File: src/rtl/code_change_logger.sv
`default_nettype none
// +--------------------------------------------------------------------------+
// | code_change_logger: logs {code, timestamp} on every change of IN_CODE    |
// | into a show-ahead FIFO with a valid/pop reader and sticky overflow.      |
// | Optional: CODE_LOG_ZERO_FILTER_EN suppresses logging of changes to 0.    |
// | Revision: 1.0                                                            |
// +--------------------------------------------------------------------------+
module code_change_logger #(
  parameter int CODE_W  = 3,
  parameter int STAMP_W = 8,
  parameter int ADDR_W  = 2
) (
  input  logic                CLK,
  input  logic                RST_N,
  input  logic [CODE_W-1:0]   IN_CODE,
  input  logic                IN_POP,
  input  logic                IN_CLR_OVF,
  output logic                OUT_VALID,
  output logic [CODE_W-1:0]   OUT_CODE,
  output logic [STAMP_W-1:0]  OUT_STAMP,
  output logic [ADDR_W:0]     OUT_COUNT,
  output logic                OUT_OVF
);

  localparam int DEPTH   = 2**ADDR_W;
  localparam int ENTRY_W = CODE_W + STAMP_W;
  localparam logic [ADDR_W:0] C_FULL = (ADDR_W+1)'(DEPTH);

  logic [CODE_W-1:0]  prev_q,   prev_d;
  logic [STAMP_W-1:0] stamp_q,  stamp_d;
  logic [ADDR_W-1:0]  rd_ptr_q, rd_ptr_d;
  logic [ADDR_W-1:0]  wr_ptr_q, wr_ptr_d;
  logic [ADDR_W:0]    count_q,  count_d;
  logic               ovf_q,    ovf_d;
  logic [ENTRY_W-1:0] mem_q [DEPTH];
  logic [ENTRY_W-1:0] mem_d [DEPTH];

  logic change, log_req, pop, push, drop, empty, full;

  always_comb begin
    change = (IN_CODE != prev_q);
`ifdef CODE_LOG_ZERO_FILTER_EN
    log_req = change && (IN_CODE != '0);
`else
    log_req = change;
`endif
    empty = (count_q == '0);
    full  = (count_q == C_FULL);
    pop   = IN_POP && !empty;
    // A full FIFO can still accept a push when the head leaves on the same edge.
    push  = log_req && (!full || pop);
    drop  = log_req && full && !pop;
  end

  always_comb begin
    prev_d   = IN_CODE;
    stamp_d  = stamp_q + 1'b1;
    rd_ptr_d = pop  ? rd_ptr_q + 1'b1 : rd_ptr_q;
    wr_ptr_d = push ? wr_ptr_q + 1'b1 : wr_ptr_q;
    count_d  = count_q;
    if (push && !pop) begin
      count_d = count_q + 1'b1;
    end else if (pop && !push) begin
      count_d = count_q - 1'b1;
    end
    ovf_d = ovf_q;
    if (drop) begin
      ovf_d = 1'b1;
    end else if (IN_CLR_OVF) begin
      ovf_d = 1'b0;
    end
    for (int i = 0; i < DEPTH; i++) begin
      mem_d[i] = mem_q[i];
    end
    if (push) begin
      mem_d[wr_ptr_q] = {IN_CODE, stamp_q};
    end
  end

  always_ff @(posedge CLK or negedge RST_N) begin
    if (!RST_N) begin
      prev_q   <= '0;
      stamp_q  <= '0;
      rd_ptr_q <= '0;
      wr_ptr_q <= '0;
      count_q  <= '0;
      ovf_q    <= 1'b0;
    end else begin
      prev_q   <= prev_d;
      stamp_q  <= stamp_d;
      rd_ptr_q <= rd_ptr_d;
      wr_ptr_q <= wr_ptr_d;
      count_q  <= count_d;
      ovf_q    <= ovf_d;
    end
  end

  // Storage needs no reset: it is only observed through count_q.
  always_ff @(posedge CLK) begin
    for (int i = 0; i < DEPTH; i++) begin
      mem_q[i] <= mem_d[i];
    end
  end

  always_comb begin
    OUT_VALID = !empty;
    OUT_COUNT = count_q;
    OUT_OVF   = ovf_q;
    OUT_CODE  = '0;
    OUT_STAMP = '0;
    if (!empty) begin
      {OUT_CODE, OUT_STAMP} = mem_q[rd_ptr_q];
    end
  end

endmodule
`default_nettype wire

File: config.mk
export PLATFORM = sky130hd
export DESIGN_NAME = code_change_logger
export DESIGN_NICKNAME = d
export VERILOG_FILES = /design/src/rtl/code_change_logger.sv
export SDC_FILE = /design/constraint.sdc
export NUM_CORES = 1
export LEC_CHECK = 0
export ABC_AREA = 1
export CAP_MARGIN = 20
export CORE_AREA = 3 3 73 75
export CTS_CLUSTER_SIZE = 28
export DETAILED_ROUTE_END_ITERATION = 8
export DIE_AREA = 0 0 76 78
export PLACE_DENSITY = 0.87
export SETUP_SLACK_MARGIN = 0.4
export SLEW_MARGIN = 25
export SYNTH_ARGS = -nofsm -noshare
export SYNTH_HDL_FRONTEND = slang
export SYNTH_SLANG_ARGS = --single-unit
File: constraint.sdc
create_clock -name CLK -period 2.6 [get_ports CLK]
set_input_delay 0.26 -clock CLK [delete_from_list [all_inputs] [get_ports CLK]]
set_output_delay 0.26 -clock CLK [all_outputs]
set_load 0.01 [all_outputs]
After elaboration in Yosys (flattened, before gate mapping). Memories as Yosys holds them, arrays and structs flattened. Index checks and enable logic that the tools add are counted.

Bits of input ports: 7. Output and inout bits: 16. Memory bits (writable): 44. Logic and storage cells: 42. Bits in read-only memories: 0. Register bits: 19. Memories kept: 1. Bits in latches: 0.

Magnitude comparators: 2. Equality and inequality tests: 2. Add/subtract/negate cells: 5. Mux-type cells: 10. Bitwise logic cells: 1. Shift-type cells: 0. Reductions and logical operators: 15. Divide/modulo/power cells: 0. Multiply operators: 0.

Memories: mem_q (depth 4, width 11, rd ports 5, clocked after memory_dff 0, wr ports 4, RTL line 35) `logic [ENTRY_W-1:0] mem_q [DEPTH];`.

Operator list (count): 44-bit bitwise mux (1); 44-bit two-way mux (1); 11-bit demux with 2-bit select (1); 11-bit two-way mux (1); 3-bit two-way mux (3); 8-bit by 1-bit adder with 8-bit output, second input constant (1); 8-bit two-way mux (1); 1-bit logical AND (7); 2-bit by 1-bit adder with 2-bit output, second input constant (2); 1-bit logical NOT (4); 2-bit nonzero test (2); 3-bit by 1-bit adder with 3-bit output, second input constant (1); 3-bit equality test, second input constant (1); 3-bit greater-or-equal comparator, second input constant (1); 3-bit logical NOT (1); 3-bit by 1-bit < comparator with 1-bit output, second input constant (1); 3-bit != test (1); 2-bit NOT with 3-bit output (1); 3-bit by 1-bit subtractor with 3-bit output, second input constant (1); 1-bit two-way mux (2); 1-bit logical OR (1).

Depth between registers and ports, before layout.
Depth in word-level cells: 9. Depth in mapped cells: 12. Mapped depth without buffers: 12.

Worst setup path before layout. OpenSTA, ideal clock, no wires.

Path type: register to register. Start: register count_q[0] (netlist: OUT_COUNT[0]). End: register count_q[2] (netlist: OUT_COUNT[2]). Path slack: 672 ps. Arrival: 1797 ps. Data required time: 2469 ps. Setup time: 131 ps. Cell stages (with the launch flop): 11. Path buffers: 0. Clock period less this slack: 1928 ps. Cells stage by stage: dfrtp_1 inv_1 nand3_1 nand2_1 inv_1 ha_1 inv_1 fa_1 a21oi_1 o21ai_0 xor2_1.

Cells in the longest elaborated chain, start to end: 8. Elaborated cells between the ends (all ways): 16. Classes of those cells: add/sub: 2; eq/ne: 1; mux: 2; reduce/logical: 11.

RTL lines: start: declaration (RTL line 33) `logic [ADDR_W:0] count_q, count_d;`; start signal: assignment (RTL line 93) `count_q <= count_d;`; 3-bit logical NOT (RTL line 47) `empty = (count_q == '0);`; 1-bit logical NOT; 1-bit logical AND (RTL line 49) `pop = IN_POP && !empty;`; 1-bit logical OR (*) (RTL line 51) `push = log_req && (!full || pop);`; 1-bit logical AND (*) (RTL line 51); net push (RTL line 38) `logic change, log_req, pop, push, drop, empty, full;`; 1-bit logical NOT (RTL line 63) `end else if (pop && !push) begin`; 1-bit logical AND (RTL line 63); 2-bit nonzero test (no source line).

Mark *: on every way through the listed nets, which the timed path passes. The rest lies on a longest branch. The select of a mux whose other input is x is not followed. A chain may end at the register's enable or synchronous reset.

Final worst setup path.
Start: input port IN_CODE[1]. End: register count_q[2] (netlist: OUT_COUNT[2]).

Cells in the longest elaborated chain, start to end: 5. Elaborated cells between the ends (all ways): 7. Classes of those cells: eq/ne: 1; mux: 1; reduce/logical: 5.

RTL lines: start: declaration (RTL line 15) `input logic [CODE_W-1:0] IN_CODE,`; 3-bit != test (*) (RTL line 41) `change = (IN_CODE != prev_q);`; 1-bit logical AND (*) (RTL line 51); net push (RTL line 38); 1-bit logical NOT (RTL line 63); 1-bit logical AND (RTL line 63); 2-bit nonzero test (no source line).

Mark *: on every way through the listed nets, which the timed path passes. The rest lies on a longest branch.

==> flow_summary.ini <==
[drt]
drt_pass1_iterations = 4
ant_nets = 0
via_count = 1713
viasPerCell = 4.99
wire_per_inst_um = 15.0
wirelength_um = 5160
drtIter0Drc = 176
drc = 0

[setup_path]
cp_cell_sequence = clkdlybuf4s50_1 > xnor2_1 > nand3_1 > nand2_1 > inv_1 > ha_1 > inv_1 > fa_1 > a21oi_1 > o21ai_0 > xor2_1
cp_num_cells = 11
path_class = primary input to register
rr_worst_depth = 11
cpMostUsedCell = inv_1
cp_data_required_time_ns = 2.80
cpPeakStageDelay_ns = 0.52
slowest_stage = clkdlybuf4s50_1
worstPathMaxFanout = 6
crit_family = buffers and inverters
critPathBufInv = 3
critical_path_arrival_ns = 2.31
end_kind = register
worstSetupStartpointType = primary input

[cts]
cts_tree = built
cts_root_buffer = clkbuf_8
cts-htree-levels = 3
clkSlewWorstSetupHoldPaths_ns = 0.07
max-clock-path-buffers = 2
cts_buffers = 9
cts_sinks = 63
hold_buffers = 0
insertion_delay_ns = 0.32

[floorplanning]
dieWidth_um = 76
fp.dieH_um = 78
core-area_um2 = 4720
core.rowCount = 25
initial_core_util = 0.558
io_pins = 23
die_area_um2 = 5930

[finish]
mostFrequentLayoutCells = 54 x nor2_1, 44 x edfxtp_1, 21 x inv_1, 19 x o21ai_1, 19 x nand2_1
stdcell_count = 343
n_fill_cell = 314
area_growth_pct = 21.2
mostFrequentLayoutCell = nor2_1
nets = 285
final_layout_size_suffix_gt1_frac = 0.120
antennaDiodeCount = 0
final_util = 0.676

[placement]
placedCellCount = 319
dpl.hpwl_um = 3270
port_buffers = 22
pre_cts_slack_ns = 0.143
gp_congestion = 0.710

[power_and_ir_drop]
powerDensity_nw_per_um2 = 1190
power_leakage_nw = 1.39
p_switching_mw = 1.34
power_mw = 3.80
p_int_mw = 2.46
ir_drop_mv = 0.791
clockPowerShare = 0.176
seq_power_share = 0.398
swShare = 0.353
pwr-share-comb = 0.426

[global_routing]
track_usage = 0.183
grt_max_degree = 24
grt_pass1_wl_um = 8100
grt_pass1_vias = 1690
grt_overflow_total = 0
antenna_found_initial = 0

[timing]
final.min_clock_period_ns = 2.11
fmax_ghz = 0.474
period_share = 0.812
slew_viol_final = 0
finalSetupViolations = 0
layout_setup_ws_ns = 0.489
hold_violations = 0
fin_skew_ns = 0.00980
tightest_slew_ns = 0.919
maxSlewHeadroom = 0.385
fin_setup_tns_ns = 0
rsz0062_at_grt = no

[worst_hold_path]
holdPathStages = 1
hp-class = primary input to register

[logic_synthesis]
synthCells = 229
synth_fa_ha_area_frac = 0.0361
synth_seq_area_share = 0.682
syn_area_um2 = 2640
synth.mux.area_fraction = 0
synth-simple-area-share = 0.128
syn-num-nets = 243
yosysTopAreaCell = edfxtp_1
netlist.area_leader.share = 0.501
ys_top_cells_by_area = edfxtp_1 50%, dfrtp_1 18%, nor2_1 7.7%, o21ai_1 3.6%, inv_1 3.1%
synth_top_family_by_area = simple AND/OR/NAND/NOR gates
synth-xor-area-share = 0.0299
synth-compound-area-share = 0.0703
synth.distinct_cells = 21
synth_area_per_cell_um2 = 11.5
yosysWarnings = 0
ys_seq_elements = 63

[outcome]
status = finished, final reports clean

[job]
maxCapViolCount = 0
-- final cells by class --
class                   count  area, um^2  area share
repair inverters            1        7.51     0.00235
flip-flops and latches     63        1800       0.563
clock inverters             6        27.5     0.00862
well taps                  67        83.8      0.0262
inverters                  23        92.6      0.0290
multi-input cells         136         703       0.220
repair buffers             37         353       0.110
clock buffers              10         128      0.0400
-- cells in the mapped netlist, drive strengths merged --
| cell | instances |
|---|---|
| inv | 23 |
| nand3 | 8 |
| nand3b | 1 |
| o21ai | 23 |
| nor3 | 1 |
| xor2 | 7 |
| clkbuf | 1 |
| xnor2 | 2 |
| buf | 6 |
| edfxtp | 44 |
| ha | 6 |
| nand2 | 19 |
| nor2 | 54 |
| a21oi | 14 |
| dfrtp | 19 |
| fa | 1 |
-- worst reg2reg max path, cell delays in order (launching register included) --
cell	delay, ns
dfrtp_1	0.39
inv_1	0.14
nor2_1	0.08
nand3_1	0.12
nand2_1	0.09
inv_1	0.08
ha_1	0.16
inv_1	0.07
fa_1	0.37
a21oi_1	0.15
o21ai_0	0.11
xor2_1	0.15
-- power by group through the flow --
stage	Clock, mW	Combinational, mW	Sequential (mW)
CTS	0.685	1.58	1.52
detailed placement	0	1.50	1.55
global placement	0	1.46	1.53
floorplan	0	0.879	1.53
finish	0.670	1.62	1.51
global route	0.735	1.77	1.54
-- flip-flops by register name, summed over array words and instances (netlist names) --
register,count
mem_q,44
stamp_q,8
OUT_COUNT,3
prev_q,3
rd_ptr_q,2
wr_ptr_q,2
OUT_OVF,1
-- stage by stage --
step / hold slack, ns / cell area [um^2]
floorplan: -0.0356 / 2640
global placement: 0.463 / 2940
detailed placement: 0.474 / 2940
CTS: 0.457 / 3140
global route: 0.171 / 3190
finish: 0.187 / 3190
-- cells by family after synthesis --
kind of cell / count (synthesis)
and+or+nand+nor: 83
buffers and inverters: 30
adders and majority gates: 7
DFF: 63
AOI/OAI and AO/OA: 37
xor gates and xnor gates: 9
-- path summary, 6_finish.rpt --
check,start,to,slack (ns)
max in group asynchronous,RST_N,rd_ptr_q[0]$_DFFE_PN0N_,1.51
min in group asynchronous,RST_N,OUT_COUNT[2]$_DFFE_PN0P_,0.45
worst min register to register,OUT_OVF$_DFFE_PN0P_,OUT_OVF$_DFFE_PN0P_,0.48
worst max-delay path,IN_CODE[1],OUT_COUNT[2]$_DFFE_PN0P_,0.49
worst max register to register,OUT_COUNT[2]$_DFFE_PN0P_,OUT_COUNT[2]$_DFFE_PN0P_,0.57
worst min-delay path,IN_CODE[2],prev_q[2]$_DFF_PN0_,0.19
-- per-layer routing --
metal,vias up,GRT usage,wire length (um)
met5,-,0,0
li1,844,-,-
met2,45,0.317,2730
met1,818,0.209,2170
met4,0,0.0888,64
met3,6,0.0510,193
-- what timing repair did --
action                                  4_1_cts  5_1_grt
endpoints found under the setup margin       11       10
gates resized for setup                       7        9
cloned                                        1        0
setup buffers                                 3        4
(Power assumes the default switching activity.)
